[src/rtl/washer_program_ctrl.sv]
// -----------------------------------------------------------------------------
// washer_program_ctrl
//
// Program sequencer for a front-loading washer. A Moore FSM walks the tub
// through soap fill, wash, drain, a configurable number of rinse passes and a
// final spin. Fill and drain phases are guarded by a timeout, the door and an
// abort request are monitored throughout the program, and a pause input holds
// the program timer and parks the valves and motor without unlocking the door.
//
// Parameters
//   TW            width of the in-state cycle timer; must hold
//                 max(WASH_CYC, RINSE_CYC, SPIN_CYC, FILL_TIMEOUT)
//   WASH_CYC      WASH length in unpaused cycles (>= 1)
//   RINSE_CYC     length of each RINSE pass in unpaused cycles (>= 1)
//   SPIN_CYC      SPIN length in unpaused cycles (>= 1)
//   N_RINSE       number of rinse passes, 0..7 (0 goes from wash drain to spin)
//   FILL_TIMEOUT  cycles allowed in a fill or drain state before FAULT (>= 1)
//
// Ports
//   clk           clock
//   rst           asynchronous active-high reset
//   start         run request (also released to leave DONE)
//   door_closed   door switch, 1 = closed
//   filled        water level reached
//   drained       tub empty
//   detergent     soap present
//   pause         hold program
//   abort         cancel program, drain and return to IDLE
//   door_lock     door latch solenoid
//   fill_valve_on inlet valve
//   drain_valve_on drain pump / valve
//   motor_on      drum motor
//   soap_wash     wash phase indicator
//   water_wash    rinse phase indicator
//   spin          spin phase indicator
//   done          program finished
//   fault         fault latched (cleared only by rst)
//   state_o       current state code
//   rinse_cnt_o   completed rinse passes
// -----------------------------------------------------------------------------
module washer_program_ctrl #(
    parameter int TW           = 8,
    parameter int WASH_CYC     = 20,
    parameter int RINSE_CYC    = 10,
    parameter int SPIN_CYC     = 15,
    parameter int N_RINSE      = 2,
    parameter int FILL_TIMEOUT = 50
) (
    input  logic       clk,
    input  logic       rst,
    input  logic       start,
    input  logic       door_closed,
    input  logic       filled,
    input  logic       drained,
    input  logic       detergent,
    input  logic       pause,
    input  logic       abort,
    output logic       door_lock,
    output logic       fill_valve_on,
    output logic       drain_valve_on,
    output logic       motor_on,
    output logic       soap_wash,
    output logic       water_wash,
    output logic       spin,
    output logic       done,
    output logic       fault,
    output logic [3:0] state_o,
    output logic [2:0] rinse_cnt_o
);

    typedef enum logic [3:0] {
        IDLE        = 4'd0,
        FILL_SOAP   = 4'd1,
        WASH        = 4'd2,
        DRAIN_W     = 4'd3,
        FILL_RINSE  = 4'd4,
        RINSE       = 4'd5,
        DRAIN_R     = 4'd6,
        SPIN        = 4'd7,
        DONE        = 4'd8,
        ABORT_DRAIN = 4'd9,
        FAULT       = 4'd10
    } state_t;

    // Terminal timer values: a timed state of N cycles leaves when the timer
    // reads N-1 on an unpaused cycle.
    localparam logic [TW-1:0] WASH_LAST  = TW'(WASH_CYC - 1);
    localparam logic [TW-1:0] RINSE_LAST = TW'(RINSE_CYC - 1);
    localparam logic [TW-1:0] SPIN_LAST  = TW'(SPIN_CYC - 1);
    localparam logic [TW-1:0] FILL_LAST  = TW'(FILL_TIMEOUT - 1);
    localparam logic [2:0]    RINSE_PASSES = 3'(N_RINSE);

    state_t        state;
    state_t        state_nxt;
    logic [TW-1:0] timer;
    logic [2:0]    rinse_cnt;
    logic          rinse_inc;
    logic          in_prog;
    logic          fill_to;
    logic          wash_end;
    logic          rinse_end;
    logic          spin_end;

    // Pause freezes both the timed-state countdown and the fill/drain watchdog.
    assign fill_to   = (timer == FILL_LAST)  && !pause;
    assign wash_end  = (timer == WASH_LAST)  && !pause;
    assign rinse_end = (timer == RINSE_LAST) && !pause;
    assign spin_end  = (timer == SPIN_LAST)  && !pause;

    // States in which abort and the door switch are honoured.
    assign in_prog = (state >= FILL_SOAP) && (state <= SPIN);

    // ---- state, timer and rinse counter registers ----
    always_ff @(posedge clk or posedge rst) begin
        if (rst) begin
            state     <= IDLE;
            timer     <= '0;
            rinse_cnt <= '0;
        end else begin
            state <= state_nxt;

            // Timer restarts on every state change; in untimed states it is
            // free-running and its value is ignored, so wrap-around is harmless.
            if (state_nxt != state) begin
                timer <= '0;
            end else if (!pause) begin
                timer <= timer + TW'(1);
            end

            if ((state_nxt == IDLE) && (state != IDLE)) begin
                rinse_cnt <= '0;
            end else if (rinse_inc) begin
                rinse_cnt <= rinse_cnt + 3'd1;
            end
        end
    end

    // ---- next-state logic ----
    always_comb begin
        state_nxt = state;
        rinse_inc = 1'b0;

        if (in_prog && abort) begin
            state_nxt = ABORT_DRAIN;
        end else if (in_prog && !door_closed) begin
            state_nxt = FAULT;
        end else begin
            case (state)
                IDLE: begin
                    if (start && door_closed) begin
                        state_nxt = FILL_SOAP;
                    end
                end
                FILL_SOAP: begin
                    if (filled && detergent) begin
                        state_nxt = WASH;
                    end else if (fill_to) begin
                        state_nxt = FAULT;
                    end
                end
                WASH: begin
                    if (wash_end) begin
                        state_nxt = DRAIN_W;
                    end
                end
                DRAIN_W: begin
                    if (drained) begin
                        state_nxt = (RINSE_PASSES == 3'd0) ? SPIN : FILL_RINSE;
                    end else if (fill_to) begin
                        state_nxt = FAULT;
                    end
                end
                FILL_RINSE: begin
                    if (filled) begin
                        state_nxt = RINSE;
                    end else if (fill_to) begin
                        state_nxt = FAULT;
                    end
                end
                RINSE: begin
                    if (rinse_end) begin
                        state_nxt = DRAIN_R;
                    end
                end
                DRAIN_R: begin
                    if (drained) begin
                        // Decide on the count this pass will leave behind.
                        rinse_inc = 1'b1;
                        state_nxt = ((rinse_cnt + 3'd1) == RINSE_PASSES) ? SPIN : FILL_RINSE;
                    end else if (fill_to) begin
                        state_nxt = FAULT;
                    end
                end
                SPIN: begin
                    if (spin_end) begin
                        state_nxt = DONE;
                    end
                end
                DONE: begin
                    if (!start) begin
                        state_nxt = IDLE;
                    end
                end
                ABORT_DRAIN: begin
                    if (drained) begin
                        state_nxt = IDLE;
                    end
                end
                FAULT: begin
                    state_nxt = FAULT;
                end
                default: begin
                    state_nxt = IDLE;
                end
            endcase
        end
    end

    // ---- Moore outputs (pause gates actuators, never the door lock) ----
    always_comb begin
        door_lock      = 1'b0;
        fill_valve_on  = 1'b0;
        drain_valve_on = 1'b0;
        motor_on       = 1'b0;
        soap_wash      = 1'b0;
        water_wash     = 1'b0;
        spin           = 1'b0;
        done           = 1'b0;
        fault          = 1'b0;

        case (state)
            FILL_SOAP, FILL_RINSE: begin
                door_lock     = 1'b1;
                fill_valve_on = !pause;
            end
            WASH: begin
                door_lock = 1'b1;
                soap_wash = 1'b1;
                motor_on  = !pause;
            end
            DRAIN_W, DRAIN_R: begin
                door_lock      = 1'b1;
                drain_valve_on = !pause;
            end
            RINSE: begin
                door_lock  = 1'b1;
                water_wash = 1'b1;
                motor_on   = !pause;
            end
            SPIN: begin
                door_lock      = 1'b1;
                drain_valve_on = !pause;
                motor_on       = !pause;
                spin           = !pause;
            end
            DONE: begin
                done = 1'b1;
            end
            ABORT_DRAIN: begin
                // Water must leave the tub regardless of pause.
                door_lock      = 1'b1;
                drain_valve_on = 1'b1;
            end
            FAULT: begin
                // Keep the door shut until the tub is confirmed empty.
                door_lock      = !drained;
                drain_valve_on = 1'b1;
                fault          = 1'b1;
            end
            default: begin
                door_lock = 1'b0;
            end
        endcase
    end

    assign state_o     = state;
    assign rinse_cnt_o = rinse_cnt;

endmodule

[config.mk]
export PLATFORM = sky130hd
export DESIGN_NAME = washer_program_ctrl
export DESIGN_NICKNAME = d
export VERILOG_FILES = /design/src/rtl/washer_program_ctrl.sv
export SDC_FILE = /design/constraint.sdc
export NUM_CORES = 1
export LEC_CHECK = 0
export CAP_MARGIN = 20
export CELL_PAD_IN_SITES_DETAIL_PLACEMENT = 1
export CELL_PAD_IN_SITES_GLOBAL_PLACEMENT = 1
export CORE_MARGIN = 3
export CORE_UTILIZATION = 43
export CTS_CLUSTER_DIAMETER = 40
export DETAILED_ROUTE_END_ITERATION = 12
export PLACE_DENSITY = 0.84
export SLEW_MARGIN = 10
export SYNTH_ARGS = -nofsm -noshare
export SYNTH_HDL_FRONTEND = slang
export SYNTH_SLANG_ARGS = --single-unit
[constraint.sdc]
create_clock -name clk -period 4.53 [get_ports clk]
set_input_delay 1.1325 -clock clk [delete_from_list [all_inputs] [get_ports clk]]
set_output_delay 1.1325 -clock clk [all_outputs]
set_load 0.02 [all_outputs]
# Word-level counts from Yosys, hierarchy flattened

Cells that the tools add are included.

Add/subtract/negate cells: 2
Reductions and logical operators: 22
Mux-type cells: 32
$lt $le $gt $ge: 2
Eq/ne operators: 17

Operator list:

| operator              | number |
|---|---|
| $mux W4               | 13 |
| $pmux W4 S11          | 1 |
| $eq A4 B3 Y1 const B  | 4 |
| $eq A8 B4 Y1 const B  | 2 |
| $mux W8               | 2 |
| $eq A4 B4 Y1 const B  | 3 |
| $mux W1               | 11 |
| $logic_and A1 B1 Y1   | 10 |
| $add A8 B1 Y8 const B | 1 |
| $eq A4 B2 Y1 const B  | 2 |
| $eq A8 B5 Y1 const B  | 1 |
| $eq A8 B6 Y1 const B  | 1 |
| $logic_not A4 Y1      | 2 |
| $reduce_or A8 Y1      | 1 |
| $mux W3               | 2 |
| $reduce_or A3 Y1      | 2 |
| $eq A4 B1 Y1 const B  | 1 |
| $ge A4 B1 Y1 const B  | 1 |
| $le A4 B3 Y1 const B  | 1 |
| $ne A4 B4 Y1          | 1 |
| $pmux W1 S2           | 2 |
| $reduce_bool A4 Y1    | 1 |
| $reduce_or A2 Y1      | 2 |
| $add A3 B1 Y3 const B | 1 |
| other kinds (5)       | 7 |

Register bits: 15
Input bits: 9
Logic and storage cells: 78
Output and inout port bits: 16

# Logic depth before layout (Yosys ltp)

Word-level depth: 10
Gate-level depth with buffers: 8
Mapped depth without buffers: 8

# Worst setup path after synthesis

No wires, ideal clock.

Kind: input to output
From: input port pause
To: output port fill_valve_on
Arrival: 1.964 ns
Required time: 3.398 ns
Path slack: 1.434 ns
Stages on the path: 2
Path buffers: 1
Cell sequence: buf_4 > nor4_1

Cells in the longest elaborated chain, start to end: 2

RTL lines:

| element            | RTL line | source |
|---|---|---|
| start: declaration | 56       | `input logic pause,` |
| $logic_not A1 Y1   | 234      | `fill_valve_on = !pause;` |
| $mux W1            | 231      | `case (state)` |
| end: declaration   | 59       | `output logic fill_valve_on,` |

Every way passes these cells.

# Worst setup path in the final report

From: input port pause
To: output port drain_valve_on

Cells in the longest elaborated chain, start to end: 2

RTL lines:

| element          | RTL line | source |
|---|---|---|
| $logic_not A1 Y1 | 243, 252 |  |
| $pmux W1 S2      | 231      |  |
| end: declaration | 60       | `output logic drain_valve_on,` |

Every way passes these cells.

==> metrics <==
hold path startpoint timer[7]; Worst Tran Pin Value about 880 ps; first-pass GRT wire length between 7000 and 8000 microns; ANT nets after route 0; gr ovfl total 0; FMAX 253 MHz; YS warnings 0; Die Y-Extent 66.2 microns; Seq cells post-synth 15; max-slew violation count 0; outcome complete, no violations; Post-Place Cells 241; maxcap violations 0; multiplexer share of the synthesized area less than 1%; routed vias 1451; Post-Layout Cell Count 245; initial antenna violation count 0; crit end category primary output; sequential element share of the synthesized area around a quarter; Die ar. ~4400 sq um; post-synthesis adder-cell area fraction 4.02%; Layout Utilization 52.9%; DP HPWL 3470 microns; Core Box Area 3420 sq um; Unique masters post-synth 54; Initial DRC Count between 50 and 60; Top FF cell, synth dfrtp_1; postcts setup bufs 0; vias in the first global route 1525; largest net degree at the start of global routing 27; # hold bufs at CTS 0; CTS-repair resized insts 0; Hold Crit Class reg -> reg; DRT Pass-1 Iters 4; Layout Area Growth over Synthesis 16.0%; Avg Vias per Cell ~5.9; GRT Util Overall 21.9%; Worst slew margin about two fifths; Clock Tree Root clkbuf_4; worst r2r path cells 6; minimum clock period 3950 ps; maximum clock path buffer count 2; num rows 21; placer congestion estimate 0.932; RSZ-0062 raised after global routing false; Cells after Synth roughly 180; io pins 25; Critical Path RT 3400 ps; DR WL/cell 18.0 microns; diode count 0; PwrDens approximately 520 nW/um^2; Hold Crit Endpoint timer[7]; Worst-path clk slew 80 ps; total wire length 4410 microns; worst r2r src state_o[0]; syn nets 195; H-tree depth 1; Die X 66.2 microns; Setup Viol. Count Final 0; Nets between 200 and 250; reg2reg setup slack roughly 1800 ps; Remaining DRCs 0; Starting Density 45.6%; mean post-synth cell area 8.60 sq um; capture point of the worst reg-to-reg path timer[0]; final worst path period share 87.2%; peak supply drop ~230 uV; synthesized area about 1600 sq um; clock sinks 15; setup_tns 0 ps; Synth Area in XOR/XNOR 6.75%; hold depth 2; compound-cell area share of the yosys netlist 19.4%; EDFF count, synth 0; startpoint types input port; count of final hold-check violations 0; leakage 0.691 nW; Max FO, Critical Path 14; fraction of the mapped netlist area in simple logic gates 37.8%; kind of critical path in -> out; largest family of logic cells by synthesized area simple AND/OR/NAND/NOR gates; Worst-Skew Late Latency 280 ps; CTS tree done; CP arrival 2820 ps; CTS buffer count 3; Clock Skew 6.38 ps; asr flop ratio synth 100%; PortBufs 24; share of cells above drive strength 1 10.6%
-- synthesized netlist by cell type (all sizes together), types with 5 or more instances --
cell type   n  area, sq um
o21ai       8         40.0
nor2b       9         56.3
nand2b      5         31.3
ha          5         62.6
xnor2       7         61.3
inv         8         30.0
xor2        5         43.8
buf        10         80.1
nand2       6         22.5
nor2       15         56.3
or2         5         33.8
a21oi       8         40.0
nor3       18          101
nand4b      5         43.8
dfrtp      15          375
-- layout by cell type, fill, tap and decap left out, types with 4 or more instances in the layout --
cell,instances
nand2_1,6
a21oi_1,8
o21ai_0,8
nor2_1,15
xnor2_1,7
nor3_1,17
nor2b_1,9
ha_1,5
nand4b_1,5
nand2b_1,5
and2_1,4
clkdlybuf4s50_1,24
inv_1,8
dfrtp_1,15
xor2_1,5
-- final cells by class --
class                      instances  area (sq um)
clock inverter                     1          5.00
clock buffer                       3          22.5
sequential                        15           375
timing repair buffer              25           248
multi-input combinational        147          1070
inverter                           8          30.0
tap                               46          57.6
fill                             424          1610
-- state kept, by name, indices dropped and copies added, names as in the netlist --
name and count:
rinse_cnt_o 3, state_o 4, timer 8
-- worst max-delay path, cell delays in order --
cell and delay [ps]:
clkdlybuf4s50_1 770, nor2_1 80, a32o_1 290, clkdlybuf4s50_1 550
-- worst max-delay path by stage --
stage | startpoint | endpoint | slack, ps | cells after the start
after floorplan | pause | fill_valve_on | 1430 | 2
after global placement | pause | drain_valve_on | 630 | 4
after detailed placement | pause | drain_valve_on | 580 | 4
after CTS | pause | drain_valve_on | 570 | 4
after global routing | drained | door_lock | 470 | 5
final | pause | drain_valve_on | 580 | 4
-- where the power goes --
group,leakage (nW),internal (W),switching (W),total [W]
clock,0.0177,0.0000328,0.0000417,0.0000744
sequential,0.205,0.000151,0.0000889,0.000240
combinational,0.469,0.000275,0.000348,0.000623
total,0.691,0.000459,0.000478,0.000937
-- through the flow --
step                power [W]  hold WS [ps]  worst slack (ps)  cell area, sq um
finish               0.000937           632               578              1810
global route          0.00102           689               472              1810
CTS                  0.000944           635               572              1810
detailed placement   0.000865           608               576              1780
global placement     0.000840           601               633              1780
floorplan            0.000685           568              1430              1560
-- routing by layer --
metal  up-vias  routed length [microns]  global-route usage, %
met5         -                        0                      0
met4         0                       60                   3.05
met3         4                      181                   3.57
met2        34                     2230                   38.4
met1       714                     1940                   28.7
li1        699                        -                      -
-- kinds of logic (layout without fill, tap and decap cells) --
group / Yosys count / count (layout)
simple gates: 92 / 92
compound gates: 37 / 37
buf+inv: 19 / 37
flops: 15 / 15
xor+xnor: 12 / 12
fa+ha+maj: 5 / 5
mux: 1 / 1
No activity file was read; power rests on OpenSTA's default activity.
